### config.mk
export PLATFORM = sky130hd
export DESIGN_NAME = uart_tx_periph
export DESIGN_NICKNAME = d
export VERILOG_FILES = /design/src/rtl/uart_tx_periph.sv
export SDC_FILE = /design/constraint.sdc
export NUM_CORES = 1
export LEC_CHECK = 0
export CORE_ASPECT_RATIO = 0.9
export CORE_UTILIZATION = 50
export CTS_CLUSTER_SIZE = 28
export DETAILED_ROUTE_END_ITERATION = 7
export DONT_BUFFER_PORTS = 1
export GPL_TIMING_DRIVEN = 0
export MAX_ROUTING_LAYER = met4
export SYNTH_ARGS = -nofsm -noshare
export SYNTH_HDL_FRONTEND = slang
export SYNTH_SLANG_ARGS = --single-unit
### constraint.sdc
create_clock -name clk -period 4.4 [get_ports clk]
set_input_delay 1.1 -clock clk [delete_from_list [all_inputs] [get_ports clk]]
set_output_delay 1.1 -clock clk [all_outputs]
set_load 0.05 [all_outputs]
### src/rtl/uart_tx_periph.sv
// Memory-mapped UART transmit peripheral: byte FIFO plus a serializer with a programmable bit period.
// Define UART_TX_PARITY_EN to add an even parity bit after the data bits (11-bit frame).
module uart_tx_periph #(
    parameter int FIFO_DEPTH  = 4,
    parameter int DEFAULT_DIV = 15
) (
    input  logic        clk,
    input  logic        reset,
    input  logic        en_i,
    input  logic [3:0]  addr_i,
    input  logic [3:0]  we_i,
    input  logic [31:0] data_i,
    output logic [31:0] data_o,
    output logic        tx_o,
    output logic        irq_o
);

    localparam int PW = $clog2(FIFO_DEPTH);
    localparam logic [PW:0] DEPTH_CNT = (PW+1)'(FIFO_DEPTH);

    typedef enum logic [2:0] {
        S_IDLE,
        S_START,
        S_DATA,
        S_PARITY,
        S_STOP
    } state_t;

    logic [7:0]  r_fifo [FIFO_DEPTH];
    logic [PW-1:0] r_wrPtr;
    logic [PW-1:0] r_rdPtr;
    logic [PW:0] r_cnt;
    logic        r_ovf;
    logic [15:0] r_baudDiv;
    logic        r_irqEn;
    logic [31:0] r_dataOut;
    logic        r_irq;

    state_t      r_state;
    logic [7:0]  r_shift;
    logic [2:0]  r_bitIdx;
    logic [15:0] r_baudCnt;
    logic        r_tx;
`ifdef UART_TX_PARITY_EN
    logic        r_parity;
`endif

    logic        w_write;
    logic        w_read;
    logic        w_pushReq;
    logic        w_push;
    logic        w_pop;
    logic        w_full;
    logic        w_empty;
    logic        w_busy;
    logic        w_bitEnd;
    logic [7:0]  w_head;
    logic [31:0] w_status;
    logic [31:0] w_rdata;
    logic        w_unused;

    assign w_write   = en_i && (we_i != 4'b0000);
    assign w_read    = en_i && (we_i == 4'b0000);
    assign w_pushReq = w_write && (addr_i == 4'h0);
    assign w_full    = (r_cnt == DEPTH_CNT);
    assign w_empty   = (r_cnt == '0);
    assign w_busy    = (r_state != S_IDLE);
    assign w_bitEnd  = (r_baudCnt == 16'd0);
    assign w_head    = r_fifo[r_rdPtr];
    // The serializer takes a byte when idle or exactly as a stop bit finishes, so frames chain without a gap.
    assign w_pop     = !w_empty && ((r_state == S_IDLE) || ((r_state == S_STOP) && w_bitEnd));
    assign w_push    = w_pushReq && (!w_full || w_pop);
    assign w_status  = 32'({r_cnt, 3'b000, r_ovf, w_full, w_empty, w_busy, 1'b0});
    assign w_unused  = ^data_i[31:16];

    always_comb begin
        w_rdata = 32'd0;
        case (addr_i)
            4'h4:    w_rdata = w_status;
            4'h8:    w_rdata = {16'd0, r_baudDiv};
            4'hC:    w_rdata = {31'd0, r_irqEn};
            default: w_rdata = 32'd0;
        endcase
    end

    always_ff @(posedge clk) begin
        if (w_push) begin
            r_fifo[r_wrPtr] <= data_i[7:0];
        end
    end

    always_ff @(posedge clk or negedge reset) begin
        if (!reset) begin
            r_wrPtr   <= '0;
            r_rdPtr   <= '0;
            r_cnt     <= '0;
            r_ovf     <= 1'b0;
            r_baudDiv <= 16'(DEFAULT_DIV);
            r_irqEn   <= 1'b0;
            r_dataOut <= 32'd0;
            r_irq     <= 1'b0;
        end else begin
            if (w_push) begin
                r_wrPtr <= r_wrPtr + 1'b1;
            end
            if (w_pop) begin
                r_rdPtr <= r_rdPtr + 1'b1;
            end
            if (w_push && !w_pop) begin
                r_cnt <= r_cnt + 1'b1;
            end else if (!w_push && w_pop) begin
                r_cnt <= r_cnt - 1'b1;
            end
            if (w_pushReq && !w_push) begin
                r_ovf <= 1'b1;
            end else if (w_read && (addr_i == 4'h4)) begin
                r_ovf <= 1'b0;
            end
            if (w_write && (addr_i == 4'h8)) begin
                r_baudDiv <= data_i[15:0];
            end
            if (w_write && (addr_i == 4'hC)) begin
                r_irqEn <= data_i[0];
            end
            r_dataOut <= w_read ? w_rdata : 32'd0;
            r_irq     <= r_irqEn & w_empty & ~w_busy;
        end
    end

    // Every bit boundary reloads the divider, so a BAUDDIV change applies from the next bit onward.
    always_ff @(posedge clk or negedge reset) begin
        if (!reset) begin
            r_state   <= S_IDLE;
            r_shift   <= 8'd0;
            r_bitIdx  <= 3'd0;
            r_baudCnt <= 16'd0;
            r_tx      <= 1'b1;
`ifdef UART_TX_PARITY_EN
            r_parity  <= 1'b0;
`endif
        end else begin
            case (r_state)
                S_IDLE: begin
                    r_tx <= 1'b1;
                    if (w_pop) begin
                        r_shift   <= w_head;
`ifdef UART_TX_PARITY_EN
                        r_parity  <= ^w_head;
`endif
                        r_baudCnt <= r_baudDiv;
                        r_tx      <= 1'b0;
                        r_state   <= S_START;
                    end
                end
                S_START: begin
                    if (w_bitEnd) begin
                        r_baudCnt <= r_baudDiv;
                        r_bitIdx  <= 3'd0;
                        r_tx      <= r_shift[0];
                        r_state   <= S_DATA;
                    end else begin
                        r_baudCnt <= r_baudCnt - 16'd1;
                    end
                end
                S_DATA: begin
                    if (w_bitEnd) begin
                        r_baudCnt <= r_baudDiv;
                        if (r_bitIdx == 3'd7) begin
`ifdef UART_TX_PARITY_EN
                            r_tx    <= r_parity;
                            r_state <= S_PARITY;
`else
                            r_tx    <= 1'b1;
                            r_state <= S_STOP;
`endif
                        end else begin
                            r_bitIdx <= r_bitIdx + 3'd1;
                            r_shift  <= r_shift >> 1;
                            r_tx     <= r_shift[1];
                        end
                    end else begin
                        r_baudCnt <= r_baudCnt - 16'd1;
                    end
                end
                S_PARITY: begin
                    if (w_bitEnd) begin
                        r_baudCnt <= r_baudDiv;
                        r_tx      <= 1'b1;
                        r_state   <= S_STOP;
                    end else begin
                        r_baudCnt <= r_baudCnt - 16'd1;
                    end
                end
                S_STOP: begin
                    if (w_bitEnd) begin
                        if (w_pop) begin
                            r_shift   <= w_head;
`ifdef UART_TX_PARITY_EN
                            r_parity  <= ^w_head;
`endif
                            r_baudCnt <= r_baudDiv;
                            r_tx      <= 1'b0;
                            r_state   <= S_START;
                        end else begin
                            r_tx    <= 1'b1;
                            r_state <= S_IDLE;
                        end
                    end else begin
                        r_baudCnt <= r_baudCnt - 16'd1;
                    end
                end
                default: begin
                    r_tx    <= 1'b1;
                    r_state <= S_IDLE;
                end
            endcase
        end
    end

    assign data_o = r_dataOut;
    assign tx_o   = r_tx;
    assign irq_o  = r_irq;

endmodule
==> Yosys cells after proc, flatten, opt, wreduce, memory -nomap -nowiden <==
Memory sizes are Yosys's and may differ from the RTL's.
Cells that the tools add are included.
{ "classes": {"n_bitwise": 3, "n_eq_ne": 16, "n_addsub": 6, "n_mux": 36, "n_reduce_logical": 35} }
{ "op_table": {"columns": ["cell", "count"], "rows": [
  ["$pmux W16 S3", 2],
  ["$mux W16", 3],
  ["$mux W3", 11],
  ["$mux W32", 1],
  ["$mux W8", 4],
  ["$pmux W8 S3", 1],
  ["$logic_not A16 Y1", 1],
  ["$sub A16 B1 Y16 const B", 1],
  ["$pmux W3 S5", 1],
  ["$ne A2 B2 Y1 const B", 7],
  ["$logic_and A1 B1 Y1", 12],
  ["$reduce_and A4 Y1", 3],
  ["$mux W1", 11],
  ["$eq A3 B3 Y1 const B", 3],
  ["$reduce_bool A3 Y1", 3],
  ["$eq A4 B4 Y1 const B", 2],
  ["$logic_not A4 Y1", 2],
  ["$add A3 B1 Y3 const B", 2],
  ["$eq A3 B2 Y1 const B", 2],
  ["$logic_not A3 Y1", 2],
  ["$pmux W3 S2", 1],
  ["$reduce_and A6 Y1", 1],
  ["$reduce_bool A2 Y1", 3],
  ["$pmux W1 S5", 1],
  ["other kinds (10)", 16]
]} }
{ "word_totals": {"reg_bits": 89, "n_memories": 1, "mem_bits_rw": 32} }
{ "memory_table": {"columns": ["memory", "words", "width", "read_ports", "rd_ports_with_merged_regs", "write_ports", "line", "rtl"], "rows": [
  ["r_fifo", 4, 8, 1, 0, 1, "29", "logic [7:0] r_fifo [FIFO_DEPTH];"]
]} }

==> Longest topological paths before layout <==
{ "depth": {"word_depth": 10, "depth_mapped": 12, "mapped_depth_nobuf": 12} }

==> Worst setup path after synthesis <==
OpenSTA, ideal clock, no wires.
{ "synth_path": {"path_kind": "in2reg", "start": "input addr_i[2]", "end": "register r_cnt[2]", "slack_ns": 1.296, "setup_ns": 0.079, "arrival_ns": 3.025, "path_buffers": 1, "path_stages": 10, "cell_sequence": "clkbuf_1 > nor4b_1 > nand2_1 > o21ai_4 > ha_1 > inv_1 > fa_1 > xor2_1 > nor2_1 > xor2_1"} }
{ "synth_via": {"elab_chain_cells": 6, "elab_cells_between_ends": 8, "cone_classes": "mux (1); reduce/logical (7)"} }
{ "synth_lines": {"columns": ["item", "line", "rtl"], "rows": [
  ["start, declared", "10", "input logic [3:0] addr_i,"],
  ["$logic_not A4 Y1 (*)", "64", "assign w_pushReq = w_write && (addr_i == 4'h0);"],
  ["$logic_and A1 B1 Y1 (*)", "64", null],
  ["$logic_and A1 B1 Y1 (*)", "72", "assign w_push = w_pushReq && (!w_full || w_pop);"],
  ["via w_push", "51", "logic w_push;"],
  ["$logic_not A1 Y1", "111", "end else if (!w_push && w_pop) begin"],
  ["$logic_and A1 B1 Y1", "111", null],
  ["$reduce_bool A2 Y1 (no line)", null, null],
  ["end signal, assigned", "110", "r_cnt <= r_cnt + 1'b1;"],
  ["end signal, assigned", "112", "r_cnt <= r_cnt - 1'b1;"],
  ["end, declared", "32", "logic [PW:0] r_cnt;"]
]} }
The timed path passes the listed nets; every way through them passes the cells marked *.
A chain may end at the register's enable or synchronous reset.

==> Worst setup path in the final report <==
{ "layout_path": {"start": "register r_baudCnt[12]", "end": "register r_cnt[1]"} }
{ "layout_via": {"elab_chain_cells": 9, "elab_cells_between_ends": 12, "cone_classes": "mux (1); reduce/logical (11)"} }
{ "layout_lines": {"columns": ["item", "line", "rtl"], "rows": [
  ["start, declared", "42", "logic [15:0] r_baudCnt;"],
  ["start signal, assigned", "150", "r_baudCnt <= r_baudDiv;"],
  ["start signal, assigned", "157", "r_baudCnt <= r_baudDiv;"],
  ["start signal, assigned", "162", "r_baudCnt <= r_baudCnt - 16'd1;"],
  ["$logic_not A16 Y1 (*)", "68", "assign w_bitEnd = (r_baudCnt == 16'd0);"],
  ["$logic_and A1 B1 Y1 (*)", "71", "assign w_pop = !w_empty && ((r_state == S_IDLE) || ((r_state == S_STOP) && w_bitEnd));"],
  ["$logic_or A1 B1 Y1 (*)", "71", null],
  ["$logic_and A1 B1 Y1 (*)", "71", null],
  ["$logic_or A1 B1 Y1", "72", null],
  ["$logic_and A1 B1 Y1", "72", null],
  ["$logic_not A1 Y1", "111", null],
  ["$logic_and A1 B1 Y1", "111", null],
  ["$reduce_bool A2 Y1 (no line)", null, null]
]} }
Mark *: on every way between the ends. The rest lies on a longest branch, timed or not.

==> metrics <==
Tot GR Track Use approximately a quarter; Seq/Total Area, Yosys between 50% and 60%; synth top area cells dfrtp_1, edfxtp_1, mux2_2; Syn Std Cell Area approximately 5100 um2; Final Hold Violating Endpoints 0; CP Launch Type flop; first-pass GRT wire length between 15,000 and 20,000 um; syn_area_per_cell ~13 um2; Placed Area 5350 um2; Top Family by Delay on Critical Path simple AND/OR/NAND/NOR gates; share of the synthesized area in the top cell type 33.1%; CTS Hold Bufs 0; status completed; Via-to-Cell Ratio approximately 6; Slew @ Worst Pin 1.08 ns; routability congestion estimate around 0.90; vias in the first global route between 3,000 and 4,000; CP max FO 8; Worst Path Arrival approximately 3.6 ns; DRT antenna net count 0; design area between 5000 and 6000 um2; # resized after CTS 0; clk_lat worst skew around 0.35 ns; largest net degree at the start of global routing 74; Final Skew around 0.010 ns; max-cap viol count 0; postcts setup bufs 0; Die Ht 98.2 um; drt first pass iters 5; number of diodes 0; IO Pins 77; CP Class flop to flop; share of layout cells above drive strength 1 23.5%; Area growth syn-to-layout 10.0%; DR DRC count 0; Max clock buf depth 2; clock buffer count from CTS 9; pre-CTS WS 0.945 ns; initial core utilization a little over half; Non-Filler Instances approximately 560; Final min period around 3.3 ns; fin worst setup slack 1.09 ns; Setup TNS Final 0 ns; post-synthesis cell type count 72; ys async rst share a little over two thirds; CTS tree yes; Root Driver clkbuf_16; total wire length 11,700 um; Cell Pwr Density roughly 570 nW/um2; H-tree levels 3; CTS clock-pin slew for the worst setup and hold paths approximately 0.080 ns; yosys warns 0; Syn Inst Count between 400 and 500; initial antenna violation count 0; WL per Instance between 20 and 25 um; Crit path buffers/inverters 1; Main synth FF type dfrtp_1; Cell Chain, Critical Path nor4_2 -> nand3_1 -> o21ai_1 -> nand2_1 -> ha_1 -> inv_1 -> fa_1 -> mux2_2; Post-synth EDFFs 32; gr ovfl total 0; vias after detailed routing approximately 3,400; placed cells ~550; Die W between 100 and 150 um; fmax 302 MHz; # nets final roughly 490; fin crit share roughly three quarters; Min-Delay Path Class input port to asynchronous set/reset pin; Max VDD drop approximately 0.44 mV; Final setup viols 0; port buffer count 0; Die ar. 10,700 um2; area leader, netlist dfrtp_1; RSZ-0062 raised after global routing false; Worst EP required approximately 4.6 ns; Clock Sinks 105; Slew Limit Fails 0; HPWL after detailed placement roughly 8200 um; Crit. End Element flop; CP max-delay cell nor4_2; Slew HR approximately 27%; Slowest Stage Delay on Critical Path 0.59 ns; Iteration-0 DRC Markers 274; num rows 34; Synth Register Bits ~110; P_leak about 2.2 nW; core area between 9000 and 10,000 um2
[per-stage QoR]
| stage | util, % | hold WS, ns | power, W |
|---|---|---|---|
| final | 57.6 | 0.435 | 0.00325 |
| after global routing | 57.6 | 0.425 | 0.00343 |
| after CTS | 57.5 | 0.424 | 0.00326 |
| after detailed placement | 54.5 | 0.493 | 0.00246 |
| after global placement | 54.5 | 0.479 | 0.00243 |
| after floorplan | - | 0.466 | 0.00221 |
[state kept, by name (all words and copies together) (netlist names)]
register,cells
r_state,3
tx_o,1
r_ovf,1
r_baudDiv,16
r_shift,8
r_rdPtr,2
data_o,16
r_fifo,32
r_baudCnt,16
irq_o,1
r_irqEn,1
r_wrPtr,2
r_cnt,3
r_bitIdx,3
[power breakdown]
group	leakage (nW)	switching [W]	total, W	internal, W
combinational	0.898	0.000524	0.00100	0.000480
sequential	1.20	0.000230	0.00145	0.00122
clock	0.143	0.000401	0.000802	0.000401
total	2.24	0.00116	0.00325	0.00210
[placed cells by master, fill, tap and decap left out, types with 4 or more instances in the layout]
cell / count
nor3_1: 13
nor2_1: 30
ha_1: 8
edfxtp_1: 32
a21oi_1: 8
o21ai_0: 12
conb_1: 16
a22oi_1: 7
xnor2_1: 6
inv_1: 9
mux2_2: 25
nor4_1: 6
nand3_1: 8
mux4_2: 8
mux2_4: 7
dfstp_2: 5
dfrtp_1: 68
and2_1: 14
clkbuf_16: 9
clkbuf_1: 9
or2_2: 4
or3_1: 6
nand2b_1: 4
o22ai_1: 7
a221o_1: 7
buf_4: 17
nand2_1: 12
[layer usage]
layer / global-route usage [%] / up-vias / wire length [um]
met4: 6.03 / 0 / 181
met2: 33.1 / 111 / 5090
met1: 36.3 / 1706 / 5760
met5: - / - / 0
li1: - / 1565 / -
met3: 6.14 / 19 / 641
[synthesized netlist by cell type, drive strengths merged, types with 2 or more instances]
cell type	number
a2111oi	2
a211o	2
a211oi	2
a21boi	2
a21oi	8
a221o	7
a22o	3
a22oi	7
and2	14
and3	3
buf	20
clkbuf	9
dfrtp	68
dfstp	5
edfxtp	32
ha	8
inv	9
mux2	33
mux4	8
nand2	13
nand2b	4
nand3	8
nand4	3
nor2	31
nor3	15
nor3b	2
nor4	10
nor4b	3
o211ai	3
o21ai	16
o22a	3
o22ai	7
o31a	2
o31ai	3
o41ai	2
or2	5
or3	6
or4	2
xnor2	6
xor2	3
[worst paths after layout]
path / startpoint / to / slack (ns) / cells after the start
setup reg to reg: r_baudCnt[12] / r_cnt[1] / 1.09 / 8
max in group asynchronous: reset / r_baudDiv[3] / 3.76 / 0
hold / removal: reset / r_baudCnt[0] / 0.43 / 0
setup / recovery: r_baudCnt[12] / r_cnt[1] / 1.09 / 8
min in group clk: r_bitIdx[0] / r_bitIdx[0] / 0.51 / 1
hold reg to reg: r_bitIdx[0] / r_bitIdx[0] / 0.51 / 1
[kinds of logic after synthesis]
logic type | after synthesis | synth area share, %
AO/OA/AOI/OAI | 82 | 12.5
AND/OR/NAND/NOR | 121 | 13.6
adder cells (fa/ha/maj) | 9 | 2.34
multiplexers | 42 | 11.4
buffers and inverters | 38 | 4.21
flip-flops | 105 | 54.4
XOR/XNOR | 9 | 1.53
other | 1 | 0.0730
[layout make-up]
| class | instances | area (um2) |
|---|---|---|
| Fill cell | 805 | 4170 |
| Sequential cell | 105 | 2790 |
| Tap cell | 126 | 158 |
| Clock inverter | 7 | 70.1 |
| Inverter | 9 | 33.8 |
| Buffer | 29 | 183 |
| Multi-Input combinational cell | 279 | 2190 |
| Clock buffer | 9 | 225 |
Note: power is estimated with default switching activity, not from simulation.
